===== src/rtl/fetch_queue_if.sv =====
// Fetch-stage bundle: decode-side control, instruction-memory request/response
// and head-of-queue outputs. master = fetch_queue, slave = decode + memory side.
// Latency/backpressure are defined by the fetch_queue module that uses it.
interface fetch_queue_if #(
  parameter int WIDTH = 32
);
  logic [WIDTH-1:0] pc_branch_d;   // redirect target
  logic             pcsrc_d;       // redirect request
  logic             stallf;        // decode cannot take the head
  logic             imem_req;      // fetch request valid
  logic [WIDTH-1:0] imem_addr;     // fetch address
  logic             imem_ready;    // memory accepts request
  logic             imem_rvalid;   // in-order response valid
  logic [WIDTH-1:0] imem_rdata;    // response word
  logic [WIDTH-1:0] instructionf;  // head instruction (0 when empty)
  logic [WIDTH-1:0] pc_plus_4f;    // head PC + step (0 when empty)
  logic             validf;        // head valid

  modport master (
    input  pc_branch_d, pcsrc_d, stallf, imem_ready, imem_rvalid, imem_rdata,
    output imem_req, imem_addr, instructionf, pc_plus_4f, validf
  );

  modport slave (
    output pc_branch_d, pcsrc_d, stallf, imem_ready, imem_rvalid, imem_rdata,
    input  imem_req, imem_addr, instructionf, pc_plus_4f, validf
  );
endinterface


===== src/rtl/fetch_queue.sv =====
// Decoupled instruction fetch: issues in-order imem requests and buffers words with PC+step.
// Latency: accept in cycle N with 1-cycle memory -> validf in cycle N+2; 1 instr/cycle sustained.
// Backpressure: requests only while occupancy+pending < DEPTH; stallf holds the head.
// Ports: clk, reset (async active-high), bus (fetch_queue_if.master):
//   decode side pc_branch_d/pcsrc_d/stallf, memory side imem_req/imem_addr/imem_ready/
//   imem_rvalid/imem_rdata, head outputs instructionf/pc_plus_4f/validf.
module fetch_queue #(
  parameter int               WIDTH    = 32,
  parameter int               DEPTH    = 4,
  parameter logic [WIDTH-1:0] RESET_PC = '0,
  parameter logic [WIDTH-1:0] PC_STEP  = WIDTH'(4)
) (
  input  logic          clk,
  input  logic          reset,
  fetch_queue_if.master bus
);

  localparam int PW = $clog2(DEPTH);
  localparam int CW = PW + 1;
  localparam logic [CW:0] DEPTH_W = (CW+1)'(DEPTH);

  logic [WIDTH-1:0] r_pc;
  logic [WIDTH-1:0] r_instr [DEPTH];
  logic [WIDTH-1:0] r_pcp   [DEPTH];
  logic [PW-1:0]    r_rd_ptr;
  logic [PW-1:0]    r_wr_ptr;
  logic [CW-1:0]    r_occ;
  logic [CW-1:0]    r_pend;
  logic [CW-1:0]    r_disc;

  logic [CW:0]      w_sum;
  logic             w_req;
  logic             w_accept;
  logic             w_resp;
  logic             w_drop;
  logic             w_push;
  logic             w_pop;
  logic             w_valid;
  logic [PW-1:0]    w_slot;

  // Credit uses registered counts only; discarded requests still hold credit
  // until their responses drain.
  assign w_sum    = {1'b0, r_occ} + {1'b0, r_pend};
  assign w_req    = !reset && !bus.pcsrc_d && (w_sum < DEPTH_W);
  assign w_accept = w_req && bus.imem_ready;

  // A response with nothing pending is a protocol violation and is ignored.
  assign w_resp   = bus.imem_rvalid && (r_pend != '0);
  assign w_drop   = w_resp && (r_disc != '0);
  assign w_push   = w_resp && (r_disc == '0);

  assign w_valid  = (r_occ != '0);
  assign w_pop    = w_valid && !bus.stallf && !bus.pcsrc_d;

  // Live (non-discarded) pending requests map to consecutive slots after the
  // write pointer, so a new request's PC+step goes just past them.
  assign w_slot   = r_wr_ptr + PW'(r_pend - r_disc);

  assign bus.imem_req     = w_req;
  assign bus.imem_addr    = r_pc;
  assign bus.validf       = w_valid;
  assign bus.instructionf = w_valid ? r_instr[r_rd_ptr] : '0;
  assign bus.pc_plus_4f   = w_valid ? r_pcp[r_rd_ptr]   : '0;

  always_ff @(posedge clk or posedge reset) begin
    if (reset) begin
      r_pc     <= RESET_PC;
      r_rd_ptr <= '0;
      r_wr_ptr <= '0;
      r_occ    <= '0;
      r_pend   <= '0;
      r_disc   <= '0;
    end else if (bus.pcsrc_d) begin
      // Redirect beats pop/push/stall; every still-outstanding request
      // becomes a response to drop.
      r_pc     <= bus.pc_branch_d;
      r_rd_ptr <= '0;
      r_wr_ptr <= '0;
      r_occ    <= '0;
      r_pend   <= r_pend - CW'(w_resp);
      r_disc   <= r_pend - CW'(w_resp);
    end else begin
      if (w_accept) begin
        r_pc <= r_pc + PC_STEP;
      end
      if (w_push) begin
        r_wr_ptr <= r_wr_ptr + PW'(1);
      end
      if (w_pop) begin
        r_rd_ptr <= r_rd_ptr + PW'(1);
      end
      r_occ  <= r_occ + CW'(w_push) - CW'(w_pop);
      r_pend <= r_pend + CW'(w_accept) - CW'(w_resp);
      r_disc <= r_disc - CW'(w_drop);
    end
  end

  // Payload storage needs no reset: the head is masked while the queue is empty.
  always_ff @(posedge clk) begin
    if (!bus.pcsrc_d) begin
      if (w_accept) begin
        r_pcp[w_slot] <= r_pc + PC_STEP;
      end
      if (w_push) begin
        r_instr[r_wr_ptr] <= bus.imem_rdata;
      end
    end
  end

endmodule


===== src/flat_wrapper.sv =====
// flat-port wrapper written by rule: the top's interface ports become plain ports
module fetch_queue_flat 
#(
  parameter int               WIDTH    = 32,
  parameter int               DEPTH    = 4,
  parameter logic [WIDTH-1:0] RESET_PC = '0,
  parameter logic [WIDTH-1:0] PC_STEP  = WIDTH'(4)
)
  (clk, reset, bus_pc_branch_d, bus_pcsrc_d, bus_stallf, bus_imem_ready, bus_imem_rvalid, bus_imem_rdata, bus_imem_req, bus_imem_addr, bus_instructionf, bus_pc_plus_4f, bus_validf);
  fetch_queue_if #(.WIDTH(WIDTH)) bus_i ();
  input  logic clk;
  input  logic reset;
  input wire logic [$bits(bus_i.pc_branch_d)-1:0] bus_pc_branch_d;
  input wire logic [$bits(bus_i.pcsrc_d)-1:0] bus_pcsrc_d;
  input wire logic [$bits(bus_i.stallf)-1:0] bus_stallf;
  input wire logic [$bits(bus_i.imem_ready)-1:0] bus_imem_ready;
  input wire logic [$bits(bus_i.imem_rvalid)-1:0] bus_imem_rvalid;
  input wire logic [$bits(bus_i.imem_rdata)-1:0] bus_imem_rdata;
  output wire logic [$bits(bus_i.imem_req)-1:0] bus_imem_req;
  output wire logic [$bits(bus_i.imem_addr)-1:0] bus_imem_addr;
  output wire logic [$bits(bus_i.instructionf)-1:0] bus_instructionf;
  output wire logic [$bits(bus_i.pc_plus_4f)-1:0] bus_pc_plus_4f;
  output wire logic [$bits(bus_i.validf)-1:0] bus_validf;
  assign bus_i.pc_branch_d = bus_pc_branch_d;
  assign bus_i.pcsrc_d = bus_pcsrc_d;
  assign bus_i.stallf = bus_stallf;
  assign bus_i.imem_ready = bus_imem_ready;
  assign bus_i.imem_rvalid = bus_imem_rvalid;
  assign bus_i.imem_rdata = bus_imem_rdata;
  assign bus_imem_req = bus_i.imem_req;
  assign bus_imem_addr = bus_i.imem_addr;
  assign bus_instructionf = bus_i.instructionf;
  assign bus_pc_plus_4f = bus_i.pc_plus_4f;
  assign bus_validf = bus_i.validf;
  fetch_queue #(.WIDTH(WIDTH), .DEPTH(DEPTH), .RESET_PC(RESET_PC), .PC_STEP(PC_STEP)) u_core (.clk(clk), .reset(reset), .bus(bus_i));
endmodule

===== config.mk =====
export PLATFORM = sky130hd
export DESIGN_NAME = fetch_queue_flat
export DESIGN_NICKNAME = d
export VERILOG_FILES = /design/src/rtl/fetch_queue_if.sv /design/src/rtl/fetch_queue.sv /design/src/flat_wrapper.sv
export SDC_FILE = /design/constraint.sdc
export NUM_CORES = 1
export LEC_CHECK = 0
export CAP_MARGIN = 20
export CORE_MARGIN = 2
export CORE_UTILIZATION = 55
export DETAILED_ROUTE_END_ITERATION = 10
export GPL_TIMING_DRIVEN = 0
export PLACE_DENSITY = 0.84
export SYNTH_ARGS = -nofsm -noshare
export SYNTH_HDL_FRONTEND = slang
export SYNTH_SLANG_ARGS = --single-unit
export TNS_END_PERCENT = 1

===== constraint.sdc =====
create_clock -name clk -period 5.2 [get_ports clk]
set_clock_uncertainty 0.2 [all_clocks]
set_input_delay 1.04 -clock clk [delete_from_list [all_inputs] [get_ports clk]]
set_output_delay 1.04 -clock clk [all_outputs]
set_load 0.02 [all_outputs]

==> flow_summary.html <==
<table>
<tr><th>Metric</th><th>Value</th></tr>
<tr><th colspan="2">CTS</th></tr>
<tr><td>Number of clock sinks</td><td>around 300</td></tr>
<tr><td>Number of setup buffers added after CTS</td><td>0</td></tr>
<tr><td>Post-cts repair resize count</td><td>0</td></tr>
<tr><td>TritonCTS clock tree</td><td>done</td></tr>
<tr><td>Number of H-tree branching levels</td><td>1</td></tr>
<tr><td>Root Driver</td><td>sky130_fd_sc_hd__clkbuf_16</td></tr>
<tr><td>CTS Buf Count</td><td>29</td></tr>
<tr><td>CTS clock-pin slew for the worst setup and hold paths</td><td>roughly 60 ps</td></tr>
<tr><td>Largest buffer count on any clock path</td><td>3</td></tr>
<tr><td>Count of hold buffers inserted by post-cts repair</td><td>0</td></tr>
<tr><td>Latest clock arrival within the worst-skew pair</td><td>540 ps</td></tr>
<tr><th colspan="2">Synthesis</th></tr>
<tr><td>Basic-gate share of the synthesized area counting and, or, nand and nor cells</td><td>under 10%</td></tr>
<tr><td>Xor-xnor portion of the synthesized cell area</td><td>~2.9%</td></tr>
<tr><td>Synthesized net count</td><td>around 850</td></tr>
<tr><td>Leading post-synthesis cells by instance count</td><td>256 x sky130_fd_sc_hd__edfxtp_1, 70 x sky130_fd_sc_hd__and2_1, 64 x sky130_fd_sc_hd__mux4_2</td></tr>
<tr><td>Instance count of the mapped netlist</td><td>roughly 760</td></tr>
<tr><td>Leading cell type by number of instances after synthesis</td><td>sky130_fd_sc_hd__edfxtp_1</td></tr>
<tr><td>Post-synth top area share</td><td>around three fifths</td></tr>
<tr><td>Total number of yosys warnings</td><td>0</td></tr>
<tr><td>Adder-cell share of the synthesized area</td><td>1.979%</td></tr>
<tr><td>Post-synthesis register bit count</td><td>between 300 and 400</td></tr>
<tr><td>Most used flip-flop cell after synthesis</td><td>sky130_fd_sc_hd__edfxtp_1</td></tr>
<tr><td>Proportion of synthesized area in mux cells</td><td>a little under an eighth</td></tr>
<tr><td>Post-synth top area cell</td><td>sky130_fd_sc_hd__edfxtp_1</td></tr>
<tr><td>Count of flip-flops with a built-in enable after synthesis</td><td>roughly 260</td></tr>
<tr><td>Most area-consuming cells after synthesis</td><td>sky130_fd_sc_hd__edfxtp_1 60%, sky130_fd_sc_hd__mux4_2 11%, sky130_fd_sc_hd__dfrtp_1 8.8%, sky130_fd_sc_hd__and2_1 3.4%, sky130_fd_sc_hd__ha_1 1.7%</td></tr>
<tr><td>Dominant combinational cell family by area after synthesis</td><td>multiplexers</td></tr>
<tr><td>Number of distinct library cells after synthesis</td><td>between 40 and 50</td></tr>
<tr><td>Fraction of the mapped netlist area in compound gates</td><td>between 3 and 4%</td></tr>
<tr><td>Mean cell area of the mapped netlist</td><td>between 15 and 20 sq um</td></tr>
<tr><td>Netlist Area Pre-Place</td><td>approximately 13000 sq um</td></tr>
<tr><td>Async set-or-reset flop fraction in the synthesized netlist</td><td>approximately 15%</td></tr>
<tr><td>Register area share after synthesis</td><td>between 60% and 70%</td></tr>
<tr><th colspan="2">Worst setup path</th></tr>
<tr><td>CP delay by family, top</td><td>buffers and inverters</td></tr>
<tr><td>CP Buf/Inv Count</td><td>6</td></tr>
<tr><td>Critical path data arrival time</td><td>4780 ps</td></tr>
<tr><td>Setup CP Type</td><td>primary input to flip-flop</td></tr>
<tr><td>CP max FO</td><td>10</td></tr>
<tr><td>Worst setup path startpoint</td><td>bus_pcsrc_d</td></tr>
<tr><td>Delay contributed by the slowest stage of the critical path</td><td>roughly 690 ps</td></tr>
<tr><td>Required @ worst endpoint</td><td>about 5400 ps</td></tr>
<tr><td>Category of the worst setup path capture point</td><td>flip-flop</td></tr>
<tr><td>Highest-delay cell along the critical path</td><td>sky130_fd_sc_hd__buf_1</td></tr>
<tr><td>Worst R2R Start</td><td>u_core.r_pend[1]</td></tr>
<tr><td>List of cells traversed by the critical path</td><td>clkdlybuf4s50_1, clkbuf_1, buf_1, buf_1, nor3_1, ha_1, inv_1, ha_1, inv_1, fa_1, xor2_1, xnor2_1, nor2_1</td></tr>
<tr><td>CP startpoint kind</td><td>primary input</td></tr>
<tr><th colspan="2">Routing</th></tr>
<tr><td>Drt pass-1 iters</td><td>8</td></tr>
<tr><td>Detailed-route wire length per cell</td><td>about 23 um</td></tr>
<tr><td>Iteration-0 DRC count of the detailed router</td><td>about 750</td></tr>
<tr><td>Total number of vias</td><td>around 7600</td></tr>
<tr><td>Detailed-route wire length</td><td>~29 mm</td></tr>
<tr><td>Vias/cell</td><td>about 6.0</td></tr>
<tr><td>Antenna Violating Nets Remaining</td><td>0</td></tr>
<tr><td>Remaining design rule violation count</td><td>0</td></tr>
<tr><th colspan="2">Placement</th></tr>
<tr><td>Global placer's final weighted congestion</td><td>0.9304</td></tr>
<tr><td>Dpl ws</td><td>about 120 ps</td></tr>
<tr><td>Half-perimeter wire length of the detailed placement result</td><td>roughly 20 mm</td></tr>
<tr><td>Number of buffer cells added on primary ports</td><td>roughly 170</td></tr>
<tr><th colspan="2">Global routing</th></tr>
<tr><td>Vias in the first global route</td><td>between 8000 and 9000</td></tr>
<tr><td>Maximum number of pins on one net before global-route repair</td><td>37</td></tr>
<tr><td>Number of antenna violations at the first check in global routing</td><td>0</td></tr>
<tr><td>Congestion Overflow GR</td><td>0</td></tr>
<tr><td>Global-route usage over all layers</td><td>23.86%</td></tr>
<tr><td>First-pass GRT wire length</td><td>around 44 mm</td></tr>
<tr><th colspan="2">Hold path</th></tr>
<tr><td>Hold Path Class</td><td>flip-flop to flip-flop</td></tr>
<tr><td>Hold_sp</td><td>u_core.r_pend[2]</td></tr>
<tr><th colspan="2">Layout</th></tr>
<tr><td>Final Net Count</td><td>about 1100</td></tr>
<tr><td>Synthesis-to-layout area growth</td><td>24.00%</td></tr>
<tr><td>Share of final-layout standard cells stronger than drive strength 1</td><td>13.78%</td></tr>
<tr><td>Final cell utilization of the core</td><td>69.75%</td></tr>
<tr><td>ANT cells</td><td>0</td></tr>
<tr><td>Final-layout fill cell count</td><td>approximately 1400</td></tr>
<tr><th colspan="2">Timing</th></tr>
<tr><td>Minimum hold slack</td><td>roughly 360 ps</td></tr>
<tr><td>Unrepaired setup endpoints after global routing</td><td>no</td></tr>
<tr><td>Final clock period utilization by the worst path</td><td>just under 90%</td></tr>
<tr><td>Final worst setup slack</td><td>613.2 ps</td></tr>
<tr><td>Number of setup violations in the final report</td><td>0</td></tr>
<tr><td>Final critical path time including I/O delays and setup</td><td>between 4000 and 5000 ps</td></tr>
<tr><td>Hold violation count in the final report</td><td>0</td></tr>
<tr><td>Fmax</td><td>around 220 MHz</td></tr>
<tr><td>Worst rel slew slack</td><td>31.96%</td></tr>
<tr><td>Slew @ Worst Pin</td><td>1012 ps</td></tr>
<tr><td>Final Slew Violations</td><td>0</td></tr>
<tr><th colspan="2">Pwr</th></tr>
<tr><td>Maximum vdd drop</td><td>approximately 0.23 mV</td></tr>
<tr><td>Leakage power summed over all cells</td><td>approximately 5.4 nW</td></tr>
<tr><td>Cell area power density</td><td>477.3 nW/um^2</td></tr>
<tr><td>Overall power after layout</td><td>0.007559 W</td></tr>
<tr><th colspan="2">Floorplan</th></tr>
<tr><td>Area of the die</td><td>between 20000 and 25000 sq um</td></tr>
<tr><td>Number of I/O pins</td><td>about 170</td></tr>
<tr><td>X dimension of the die</td><td>156.4 um</td></tr>
<tr><td>Die Y</td><td>around 160 um</td></tr>
<tr><td>Initial Util</td><td>56.25%</td></tr>
<tr><td>Num rows</td><td>55</td></tr>
<tr><td>Area of the core</td><td>22710 sq um</td></tr>
<tr><th colspan="2">Run</th></tr>
<tr><td>Max Cap Viol</td><td>0</td></tr>
<tr><th colspan="2">Status</th></tr>
<tr><td>Status</td><td>finished clean</td></tr>
</table>
layout by cell type, fill, tap and decap left out, drive strengths merged, types with 5 or more instances in the layout:
cell type	synthesis	layout
or4	6	6
or3	6	6
and2	71	71
clkbuf	26	72
clkdlybuf4s50	0	167
inv	20	21
nor3	11	11
edfxtp	256	256
mux4	64	64
xnor2	24	24
clkinv	0	7
nand3	29	29
o21ai	18	18
and3	7	7
buf	14	24
nor2	25	25
xor2	18	18
nor2b	5	5
nand2	32	32
dfrtp	45	45
nand4	7	7
a221o	7	7
a22oi	11	11
ha	17	17
routing by layer:
| metal | global-route usage [%] | vias to the layer above | part of all wire, % |
|---|---|---|---|
| li1 | - | 3383 | - |
| met1 | 30.78 | 3842 | 38 |
| met2 | 40.97 | 340 | 52 |
| met3 | 4.043 | 74 | 7.0 |
| met4 | 9.087 | 0 | 3.4 |
| met5 | 0 | - | 0 |
final cells by class:
type                    instances  area [sq um]  area share (%)
flip-flops and latches        301          8813           55.64
inverters                      20         75.07          0.4740
well taps                     285         356.6           2.251
clock buffers                  46         829.5           5.237
multi-input cells             402          3756           23.71
repair buffers                177          1807           11.41
plain buffers                  40         158.9           1.003
clock inverters                 8         42.54          0.2686
metrics by stage:
| stage | cells | instance area (sq um) | setup TNS, ps |
|---|---|---|---|
| 2_1_floorplan | 763 | 12770 | 0 |
| 3_3_place_gp | 1215 | 14800 | -228810 |
| 3_5_place_dp | 1225 | 14970 | 0 |
| 4_1_cts | 1279 | 15840 | 0 |
| 5_1_grt | 1279 | 15840 | 0 |
| 6_report | 1279 | 15840 | 0 |
path summary, 6_finish.rpt:
check	cells past startpoint	slack [ps]	endpoint
setup / recovery	13	610	u_core.r_occ[2]
hold reg to reg	1	360	u_core.r_pend[2]
setup reg to reg	9	1200	u_core.r_pcp[1][0]
max in group asynchronous	3	3650	u_core.bus.imem_addr[0]
min in group asynchronous	2	610	u_core.r_pend[2]
hold / removal	1	360	u_core.r_pend[2]
cell families after synthesis:
logic type | after synthesis
and+or+nand+nor | 210
xor gates and xnor gates | 42
DFF | 301
buffers and inverters | 60
muxes | 71
adders and majority gates | 19
AOI/OAI and AO/OA | 60
flip-flops by register name, summed over array words and instances, names as in the netlist:
signal / count
u_core.r_occ: 3
u_core.r_rd_ptr: 2
u_core.bus.imem_addr: 32
u_core.r_disc: 3
u_core.r_pend: 3
u_core.r_instr: 128
u_core.r_pcp: 128
u_core.r_wr_ptr: 2
worst reg2reg max path, cell delays in order, from the launching register on:
cell and delay (ps):
sky130_fd_sc_hd__dfrtp_1 460, sky130_fd_sc_hd__ha_1 320, sky130_fd_sc_hd__nand3_1 90, sky130_fd_sc_hd__nand4_1 340, sky130_fd_sc_hd__inv_1 320, sky130_fd_sc_hd__clkbuf_1 530
sky130_fd_sc_hd__buf_1 550, sky130_fd_sc_hd__nand2_1 280, sky130_fd_sc_hd__nor2_4 320, sky130_fd_sc_hd__buf_12 240
report_power, final:
| part | switching (W) | leakage (nW) | internal [W] |
|---|---|---|---|
| sequential | 0.000142 | 2.86 | 0.00287 |
| clock | 0.000832 | 0.431 | 0.00109 |
| combinational | 0.00140 | 2.10 | 0.00123 |
| total | 0.00238 | 5.40 | 0.00518 |
(Power assumes the default switching activity.)
